## src/rtl/i2c_slave_serial_fsm.sv

```systemverilog
// Bit-level I2C slave engine: START/STOP decode, address match, register write/read serialisation.
// Define I2C_ADDR_AUTOINC_EN to advance regAddr after each written byte and each master-ACKed read byte.
module i2c_slave_serial_fsm #(
  parameter logic [6:0] DEV_ADDR = 7'h3C
) (
  input  logic       clk,
  input  logic       rst,
  input  logic       sclIn,
  input  logic       sdaIn,
  output logic       sdaOut,
  output logic [7:0] regAddr,
  output logic [7:0] regWrData,
  output logic       regWriteEn,
  input  logic [7:0] regRdData,
  output logic       busy
);

  typedef enum logic [3:0] {
    S_IDLE,
    S_DEV_ADDR,
    S_DEV_ACK,
    S_REG_ADDR,
    S_REG_ACK,
    S_WRITE_DATA,
    S_WRITE_ACK,
    S_READ_DATA,
    S_READ_ACK,
    S_WAIT_STOP
  } state_t;

  state_t      r_state;
  logic        r_scl_d;
  logic        r_sda_d;
  logic [2:0]  r_bit_cnt;
  logic [7:0]  r_shift;
  logic        r_rw;
  logic        r_full;

  logic        w_scl_rise;
  logic        w_scl_fall;
  logic        w_start;
  logic        w_stop;
  logic        w_byte_end;
  logic        w_rx_state;

  assign w_scl_rise = sclIn & ~r_scl_d;
  assign w_scl_fall = ~sclIn & r_scl_d;
  assign w_start    = sclIn & r_scl_d & r_sda_d & ~sdaIn;
  assign w_stop     = sclIn & r_scl_d & ~r_sda_d & sdaIn;
  // r_full marks that all 8 bits of the current byte have been sampled
  assign w_byte_end = w_scl_fall & r_full;
  assign w_rx_state = (r_state == S_DEV_ADDR) || (r_state == S_REG_ADDR) ||
                      (r_state == S_WRITE_DATA);

  always_ff @(posedge clk) begin
    if (rst) begin
      r_state    <= S_IDLE;
      r_scl_d    <= 1'b1;
      r_sda_d    <= 1'b1;
      r_bit_cnt  <= 3'd0;
      r_shift    <= 8'd0;
      r_rw       <= 1'b0;
      r_full     <= 1'b0;
      sdaOut     <= 1'b1;
      regAddr    <= 8'd0;
      regWrData  <= 8'd0;
      regWriteEn <= 1'b0;
      busy       <= 1'b0;
    end else begin
      r_scl_d    <= sclIn;
      r_sda_d    <= sdaIn;
      regWriteEn <= 1'b0;
`ifdef I2C_ADDR_AUTOINC_EN
      if (regWriteEn) regAddr <= regAddr + 8'd1;
`endif
      if (w_start) begin
        r_state   <= S_DEV_ADDR;
        r_bit_cnt <= 3'd0;
        r_full    <= 1'b0;
        sdaOut    <= 1'b1;
      end else if (w_stop) begin
        r_state <= S_IDLE;
        r_full  <= 1'b0;
        sdaOut  <= 1'b1;
        busy    <= 1'b0;
      end else begin
        if (w_rx_state && w_scl_rise) begin
          r_shift   <= {r_shift[6:0], sdaIn};
          r_bit_cnt <= r_bit_cnt + 3'd1;
          if (r_bit_cnt == 3'd7) r_full <= 1'b1;
        end
        case (r_state)
          S_DEV_ADDR: if (w_byte_end) begin
            r_full <= 1'b0;
            if (r_shift[7:1] == DEV_ADDR) begin
              sdaOut  <= 1'b0;
              busy    <= 1'b1;
              r_rw    <= r_shift[0];
              r_state <= S_DEV_ACK;
            end else begin
              r_state <= S_IDLE;
            end
          end
          S_DEV_ACK: if (w_scl_fall) begin
            r_bit_cnt <= 3'd0;
            if (r_rw) begin
              r_shift <= regRdData;
              sdaOut  <= regRdData[7];
              r_state <= S_READ_DATA;
            end else begin
              sdaOut  <= 1'b1;
              r_state <= S_REG_ADDR;
            end
          end
          S_REG_ADDR: if (w_byte_end) begin
            r_full  <= 1'b0;
            regAddr <= r_shift;
            sdaOut  <= 1'b0;
            r_state <= S_REG_ACK;
          end
          S_REG_ACK: if (w_scl_fall) begin
            sdaOut  <= 1'b1;
            r_state <= S_WRITE_DATA;
          end
          S_WRITE_DATA: if (w_byte_end) begin
            r_full     <= 1'b0;
            regWrData  <= r_shift;
            regWriteEn <= 1'b1;
            sdaOut     <= 1'b0;
            r_state    <= S_WRITE_ACK;
          end
          S_WRITE_ACK: if (w_scl_fall) begin
            sdaOut  <= 1'b1;
            r_state <= S_WRITE_DATA;
          end
          S_READ_DATA: if (w_scl_fall) begin
            if (r_bit_cnt == 3'd7) begin
              sdaOut    <= 1'b1;
              r_bit_cnt <= 3'd0;
              r_state   <= S_READ_ACK;
            end else begin
              sdaOut    <= r_shift[6];
              r_shift   <= {r_shift[6:0], 1'b0};
              r_bit_cnt <= r_bit_cnt + 3'd1;
            end
          end
          S_READ_ACK: begin
            if (w_scl_rise) begin
              if (sdaIn) begin
                r_state <= S_WAIT_STOP;
              end else begin
                r_full <= 1'b1;
`ifdef I2C_ADDR_AUTOINC_EN
                regAddr <= regAddr + 8'd1;
`endif
              end
            end else if (w_byte_end) begin
              r_full    <= 1'b0;
              r_shift   <= regRdData;
              sdaOut    <= regRdData[7];
              r_bit_cnt <= 3'd0;
              r_state   <= S_READ_DATA;
            end
          end
          S_IDLE, S_WAIT_STOP: ;
          default: r_state <= S_IDLE;
        endcase
      end
    end
  end

endmodule

```

## config.mk

```make
export PLATFORM = sky130hd
export DESIGN_NAME = i2c_slave_serial_fsm
export DESIGN_NICKNAME = d
export VERILOG_FILES = /design/src/rtl/i2c_slave_serial_fsm.sv
export SDC_FILE = /design/constraint.sdc
export NUM_CORES = 1
export LEC_CHECK = 0
export CAP_MARGIN = 20
export CORE_ASPECT_RATIO = 1.4
export CORE_MARGIN = 1
export CORE_UTILIZATION = 54
export CTS_CLUSTER_SIZE = 40
export DETAILED_ROUTE_END_ITERATION = 6
export PLACE_DENSITY_LB_ADDON = 0.15
export SYNTH_ARGS = -nofsm -noshare
export SYNTH_HDL_FRONTEND = slang
export SYNTH_SLANG_ARGS = --single-unit
```

## constraint.sdc

```tcl
create_clock -name clk -period 2.6 [get_ports clk]
set_clock_uncertainty 0.05 [all_clocks]
set_input_delay 0.39 -clock clk [delete_from_list [all_inputs] [get_ports clk]]
set_output_delay 0.39 -clock clk [all_outputs]
set_load 0.1 [all_outputs]
```

# After elaboration in Yosys (flattened, before gate mapping)
# Index checks and enable logic that the tools add are counted.
[op_classes]
addsub = 1
n_eq_ne = 34
muxes = 52
bitwise = 16
n_reduce_logical = 23
[ops]
columns = ["op", "n"]
rows = [
  ["8-bit two-way mux", 7],
  ["4-bit two-way mux", 10],
  ["4-bit one-hot mux with 8 select lines", 1],
  ["4-bit != test, second input constant", 6],
  ["8-bit one-hot mux with 3 select lines", 1],
  ["1-bit two-way mux", 22],
  ["3-bit two-way mux", 7],
  ["10-bit AND reduction", 2],
  ["4-bit by 3-bit == test with 1-bit output, second input constant", 4],
  ["2-bit != test, second input constant", 8],
  ["4-bit AND reduction", 3],
  ["5-bit != test, second input constant", 2],
  ["3-bit != test, second input constant", 3],
  ["3-bit one-hot mux with 3 select lines", 1],
  ["9-bit AND reduction", 1],
  ["1-bit bitwise AND", 8],
  ["4-bit by 2-bit == test with 1-bit output, second input constant", 2],
  ["4-bit == test, second input constant", 2],
  ["1-bit inverter", 8],
  ["2-bit OR reduction", 4],
  ["7-bit by 6-bit == test with 1-bit output, second input constant", 1],
  ["2-bit by 1-bit != test with 1-bit output, second input constant", 3],
  ["1-bit one-hot mux with 6 select lines", 1],
  ["2-bit nonzero test", 3],
  ["other kinds (14)", 16],
]
[totals]
ff_bits = 38
input_bits = 12
elab_cells = 139

# Longest topological paths before layout
# Gate-level depths: netlist of run 1.
[logic_depth]
word_depth = 8
ltp_mapped = 7

# Least setup slack after synthesis of run 1
# No wires, ideal clock.
[synth_path]
path_kind = "reg2reg"
startpoint = "register r_state[0]"
endpoint = "register r_state[3]"
setup_time_ns = 0.088
arrival_time_ns = 1.830
t_required_ns = 2.462
path_slack_ns = 0.632
stages_incl_launch_ff = 8
period_less_slack_ns = 1.968
path_cell_list = "dfxtp_1 buf_6 or4b_4 a221o_1 and3b_1 buf_6 a311o_1 o31ai_1"
[synth_between]
elab_chain_cells = 4
elab_cells_between_ends = 24
[synth_rtl]
columns = ["element", "line", "rtl"]
rows = [
  ["from (decl)", "31", "state_t r_state;"],
  ["from (signal assigned)", "57", "r_state <= S_IDLE;"],
  ["from (signal assigned)", "77", "r_state <= S_DEV_ADDR;"],
  ["from (signal assigned)", "82", "r_state <= S_IDLE;"],
  ["4-bit by 3-bit == test with 1-bit output, or another cell as far along", "92", "case (r_state)"],
  ["2-bit OR reduction (on tied branches)", "n/a", ""],
  ["2-bit by 1-bit != test with 1-bit output (no source line) / 1-bit inverter (equally long branches)", "n/a", ""],
  ["10-bit AND reduction (no source line)", "n/a", ""],
]
# Several ways; a longest one is shown, not always the timed one.
# A chain may end at the register's enable or synchronous reset.

# Worst setup path in the final report of run 1
[layout_path]
startpoint = "register r_state[1]"
endpoint = "register busy"
[layout_between]
elab_chain_cells = 3
[layout_rtl]
columns = ["element", "line", "rtl"]
rows = [
  ["4-bit by 1-bit == test with 1-bit output", "92", ""],
  ["2-bit nonzero test (no source line)", "n/a", ""],
  ["4-bit AND reduction (no source line)", "n/a", ""],
  ["to (signal assigned)", "68", "busy <= 1'b0;"],
  ["to (signal assigned)", "85", "busy <= 1'b0;"],
  ["to (signal assigned)", "97", "busy <= 1'b1;"],
  ["to (decl)", "15", "output logic busy"],
]
# Every way passes these cells.

==> qor.yml, run 1 <==
postCtsSetupBuffers: 0
yosysTopAreaCellShare_pct: 36.8
clock-sinks: 38
min_path_cells: 1
power.total_mw: 1.62
synthFlopType: "dfxtp_1"
post-dp-hpwl_um: 3950
synthTopCellsByArea: "dfxtp_1 (37%), mux2i_1 (12%), nor2_1 (6.0%), nand3_1 (2.7%), a22oi_1 (2.5%)"
yosysSeqAreaShare_pct: 36.8
worstSetupPathType: "reg2reg"
crit_path_start_kind: "flop"
place.gp.congestion: 0.912
grt_pass1_wl_um: 8380
via_count: 1949
syn_avg_cell_area_sq_um: 8.69
synth_top_area_cell: "dfxtp_1"
diodes: 0
dr.pass1.iters: 4
yosys_warnings: 0
routed_wl_um: 5420
powerDensity_nw_per_um2: 634
core_sq_um: 3640
fp.dieH_um: 75.2
grt_max_degree: 23
holdPathEnd: "sdaOut"
outcome: "completed"
die_width_um: 54.3
cts_tree: "done"
cp.arrival_ns: 2.35
grt_overflow: 0
finalMaxSlewViolations: 0
clk_pin_slew_ns: 0.08
max-cap-violations: 0
crit_fanout: 12
antenna_left: 0
r2r_start: "r_state[1]"
worstReg2RegEnd: "busy"
min_period_over_period_pct: 84.1
reg2reg_slack_ns: 0.41
drtIter0Drc: 70
num-nets-final: 290
cts-root-buf: "clkbuf_8"
wl_per_cell_um: 17.0
cts_max_level: 2
syn-num-nets: 252
worstPathRequired_ns: 2.76
die_area_sq_um: 4090
track_usage_pct: 29.0
start_util_pct: 56.8
synth.most_common_cell: "dfxtp_1"
rsz0062_at_grt: "false"
antenna_found_initial: 0
grt_pass1_vias: 1806
period_needed_ns: 2.19
post_route_cells_drive_above_1_share_pct: 18.1
area_growth_pct: 23.9
worstMarginPinSlew_ns: 0.557
synth_area_sq_um: 2070
clkLatencyLatePin_ns: 0.30
holdWs_ns: 0.418
synth-seq-cells: 38
synth_edf_count: 0
cts_made_buffers: 5
p_leak_nw: 1.11
yosysUniqueCellTypes: 52
post_cts_resize_count: 0
hold_path_class: "reg2reg"
netlist_instances: 238
cts.path.max_buffers: 2
num_io_pins: 31
io_buffers: 30
min-delay-start: "sdaOut"
finish.utilization_pct: 70.3
r2r_cells: 4
finalHoldViolCount: 0
synthArstFlopShare_pct: 0
drcViolationCount: 0
critPathCaptureType: "flop"
avgViaCountPerCell: 6.11
rows: 26
synth_common_cells: "dfxtp_1 (38), nor2_1 (33), mux2i_1 (24)"
max_clock_freq_mhz: 457
setup_tns_ns: 0
max-slew-margin-rel_pct: 62.7
setup_viol: 0
ctsHoldBuffers: 0
ir_drop_mv: 0.479
## final cells by class
type | instances | area [sq um]
tap | 42 | 52.6
sequential | 38 | 761
inverter | 4 | 15.0
clock inverter | 2 | 60.1
multi-input combinational | 181 | 1220
timing repair buffer | 46 | 373
fill | 303 | 1080
clock buffer | 6 | 82.6
## placed cells by master (no fill, tap or decap), types with 2 or more instances in the layout
cell type / netlist / layout
a211o_1: 2 / 2
a21o_1: 4 / 4
a21oi_1: 6 / 6
a221oi_1: 2 / 2
a22oi_1: 7 / 7
a31oi_1: 4 / 4
and2_1: 2 / 2
buf_4: 0 / 35
bufinv_16: 0 / 2
clkbuf_8: 0 / 6
clkdlybuf4s50_1: 0 / 11
dfxtp_1: 38 / 38
ha_1: 2 / 2
inv_1: 4 / 4
mux2i_1: 24 / 24
nand2_1: 8 / 8
nand2b_1: 7 / 7
nand3_1: 11 / 11
nand3b_1: 6 / 6
nand4_1: 3 / 3
nor2_1: 33 / 33
nor2b_1: 4 / 4
nor3_1: 7 / 7
nor3b_1: 2 / 2
o21ai_0: 10 / 10
o21bai_1: 3 / 3
o22a_1: 5 / 5
o31ai_1: 2 / 2
or2_2: 3 / 3
or3_1: 2 / 2
## report_power, final
group	switching (mW)	internal, mW	total [mW]
Sequential	0.0348	0.600	0.634
Combinational	0.210	0.148	0.358
Clock	0.222	0.409	0.632
Total	0.467	1.16	1.62
## flip-flops by register name, indices dropped and copies added (netlist names), 3 cells and up
register / count
r_shift: 8
regAddr: 8
regWrData: 8
r_state: 4
r_bit_cnt: 3
## metal layers
metal | up-vias | global-route usage, % | wire, um
li1 | 959 | - | -
met1 | 920 | 33.0 | 2260
met2 | 53 | 49.1 | 2740
met3 | 17 | 6.06 | 217
met4 | 0 | 16.0 | 204
met5 | - | 0 | 0
## critical path, stage by stage, from the launching register on
cell      delay (ns)
dfxtp_1         0.44
or4b_2          0.73
nor3_1          0.37
nand3_1         0.21
a221oi_1        0.30
## per-stage QoR
| stage | cells | cell area, sq um | worst slack (ns) |
|---|---|---|---|
| after floorplan | 238 | 2070 | 0.632 |
| after global placement | 311 | 2420 | 0.296 |
| after detailed placement | 311 | 2420 | 0.280 |
| after CTS | 319 | 2560 | 0.430 |
| after global routing | 319 | 2560 | 0.310 |
| final | 319 | 2560 | 0.414 |
## logic make-up after synthesis
logic type                 Yosys count  share of synthesized area [%]
and+or+nand+nor                     96                           25.3
DFF                                 38                           36.8
muxes                               24                           11.6
AOI/OAI and AO/OA                   57                           19.9
adders and majority gates            2                           1.21
buffers and inverters               19                           4.29
xor gates and xnor gates             2                          0.847
## worst max-delay path by stage
stage / from / endpoint / slack (ns) / depth (start not counted)
global route: r_state[2] / regWrData[1] / 0.31 / 5
floorplan: r_state[0] / r_state[3] / 0.63 / 7
detailed placement: sclIn / regWrData[4] / 0.28 / 6
CTS: r_state[1] / busy / 0.43 / 4
global placement: sclIn / regWrData[4] / 0.30 / 6
finish: r_state[1] / busy / 0.41 / 4
Note: power is estimated with default switching activity, not from simulation.
==> run 2, diff against run 1 <==
--- a/config.mk
+++ b/config.mk
@@ -8,7 +8,7 @@
 export CAP_MARGIN = 20
 export CORE_ASPECT_RATIO = 1.4
 export CORE_MARGIN = 1
-export CORE_UTILIZATION = 54
+export CORE_UTILIZATION = 48
 export CTS_CLUSTER_SIZE = 40
 export DETAILED_ROUTE_END_ITERATION = 6
 export PLACE_DENSITY_LB_ADDON = 0.15
==> constraint.sdc (replaced) <==
create_clock -name clk -period 1.9 [get_ports clk]
set_clock_uncertainty 0.05 [all_clocks]
set_input_delay 0.285 -clock clk [delete_from_list [all_inputs] [get_ports clk]]
set_output_delay 0.285 -clock clk [all_outputs]
set_load 0.1 [all_outputs]
==> qor.yml, run 2 (synthesis results as in run 1) <==
fin_cells: 351  # +10%
cts-root-buf: "clkbuf_8"
dr.pass1.iters: 4  # unchanged
diodes: 0  # unchanged
crit_fanout: 15  # +3
drtIter0Drc: 108  # +54%
crit_path_start_kind: "flop"
core_sq_um: 4020  # +10%
cp.arrival_ns: 2.00  # -0.35 ns
clkLatencyLatePin_ns: 0.30  # about the same
finalHoldViolCount: 0  # unchanged
min_period_over_period_pct: 98.2  # +14 points
finish.utilization_pct: 71.8  # +1.4 points
top_regs: "r_shift (8), regAddr (8), regWrData (8)"
fp.dieH_um: 79.7  # +5.9%
period_needed_ns: 1.86  # -0.321 ns
holdWs_ns: 0.421  # +0.00310 ns
cts_tree: "done"
die_width_um: 57.5  # +5.8%
place.gp.congestion: 0.924  # +1.3%
drcViolationCount: 0  # unchanged
track_usage_pct: 28.5  # -0.56 points
worstSetupPathType: "reg2reg"
clock-sinks: 38  # unchanged
cts_made_buffers: 5  # unchanged
num-nets-final: 321  # +11%
reg2reg_slack_ns: 0.04  # -0.38 ns
start_util_pct: 51.4  # -5.3 points
ir_drop_mv: 0.608  # +27%
routed_wl_um: 6120  # +13%
max-slew-margin-rel_pct: 72.7  # +10 points
outcome: "completed"
clk_pin_slew_ns: 0.08  # about the same
grt_max_degree: 26  # +13%
worstMarginPinSlew_ns: 0.408  # -0.149 ns
die_area_sq_um: 4580  # +12%
final_common_cell: "buf_4"
rsz0062_at_grt: "true"
grt_overflow: 0  # unchanged
post_route_cells_drive_above_1_share_pct: 30.8  # +13 points
p_leak_nw: 1.28  # +15%
io_buffers: 30  # unchanged
grt_pass1_wl_um: 9910  # +18%
setup_viol: 0  # unchanged
finalMaxSlewViolations: 0  # unchanged
via_count: 2106  # +8.1%
cts.path.max_buffers: 2  # unchanged
dp_cells: 340  # +9.3%
power.total_mw: 2.33  # +44%
rows: 27  # +3.8%
avgViaCountPerCell: 6.00  # -1.8%
grt_pass1_vias: 2030  # +12%
critPathCaptureType: "flop"
cts_max_level: 2  # unchanged
area_growth_pct: 39.5
worstPathRequired_ns: 2.03  # -0.73 ns
mostFrequentLayoutCells: "buf_4 (62), dfxtp_1 (34), nor2_1 (32)"
antenna_found_initial: 0  # unchanged
num_io_pins: 31  # unchanged
antenna_left: 0  # unchanged
max_clock_freq_mhz: 536  # +17%
post-dp-hpwl_um: 4390  # +11%
hold_path_class: "reg2reg"
wl_per_cell_um: 17.4  # +2.7%
max-cap-violations: 0  # unchanged
powerDensity_nw_per_um2: 808  # +28%
## run 2: worst paths after layout
check	from	end	depth (start not counted)
worst max register to register	r_state[1]	r_shift[5]	7
worst max-delay path	r_state[1]	r_shift[5]	7
worst min-delay path	busy	busy	2
worst min register to register	busy	busy	2
## run 2: where the power goes
| part | internal [mW] | switching [mW] | total [mW] | leakage, nW |
|---|---|---|---|---|
| registers | 0.826 | 0.0271 | 0.853 | 0.309 |
| clock network | 0.560 | 0.307 | 0.868 | 0.0714 |
| logic | 0.269 | 0.343 | 0.612 | 0.897 |
## run 2: repair_timing
item / CTS / global route
resized for setup: 10 / 12
endpoints found under the setup margin: 12 / 23
hold buffers: 0 / 0
cloned: 0 / 0
setup buffers: 1 / 2
pin swaps: 2 / 3
## run 2: per-stage QoR
stage / setup TNS, ns / instance area, sq um / worst slack, ns
final: 0 / 2890 / 0.0350
after global routing: -0.0961 / 2890 / -0.0342
after CTS: -0.00379 / 2830 / -0.00379
after detailed placement: -1.59 / 2640 / -0.194
after global placement: -0.837 / 2640 / -0.163
after floorplan: -0.0165 / 2070 / -0.0165
## run 2: layout make-up
cell class | instances | area [sq um]
multi-input combinational | 181 | 1270
fill | 332 | 1130
sequential | 38 | 768
timing repair buffer | 77 | 633
clock buffer | 6 | 82.6
clock inverter | 2 | 60.1
tap | 43 | 53.8
inverter | 4 | 15.0
## run 2: critical path, stage by stage, from the launching register on
cell and delay [ns]:
dfxtp_2 0.35, buf_4 0.22, nand4b_1 0.23, buf_4 0.22
a211oi_4 0.32, buf_4 0.18, o22a_1 0.14, nor2_1 0.04
## run 2: per-layer routing
layer  routed length, um  up-vias  track usage (%)
li1                    -     1017                -
met1                2470      997             32.7
met2                3160       71             49.3
met3                 276       21             6.00
met4                 216        0             13.7
met5                   0        -                0
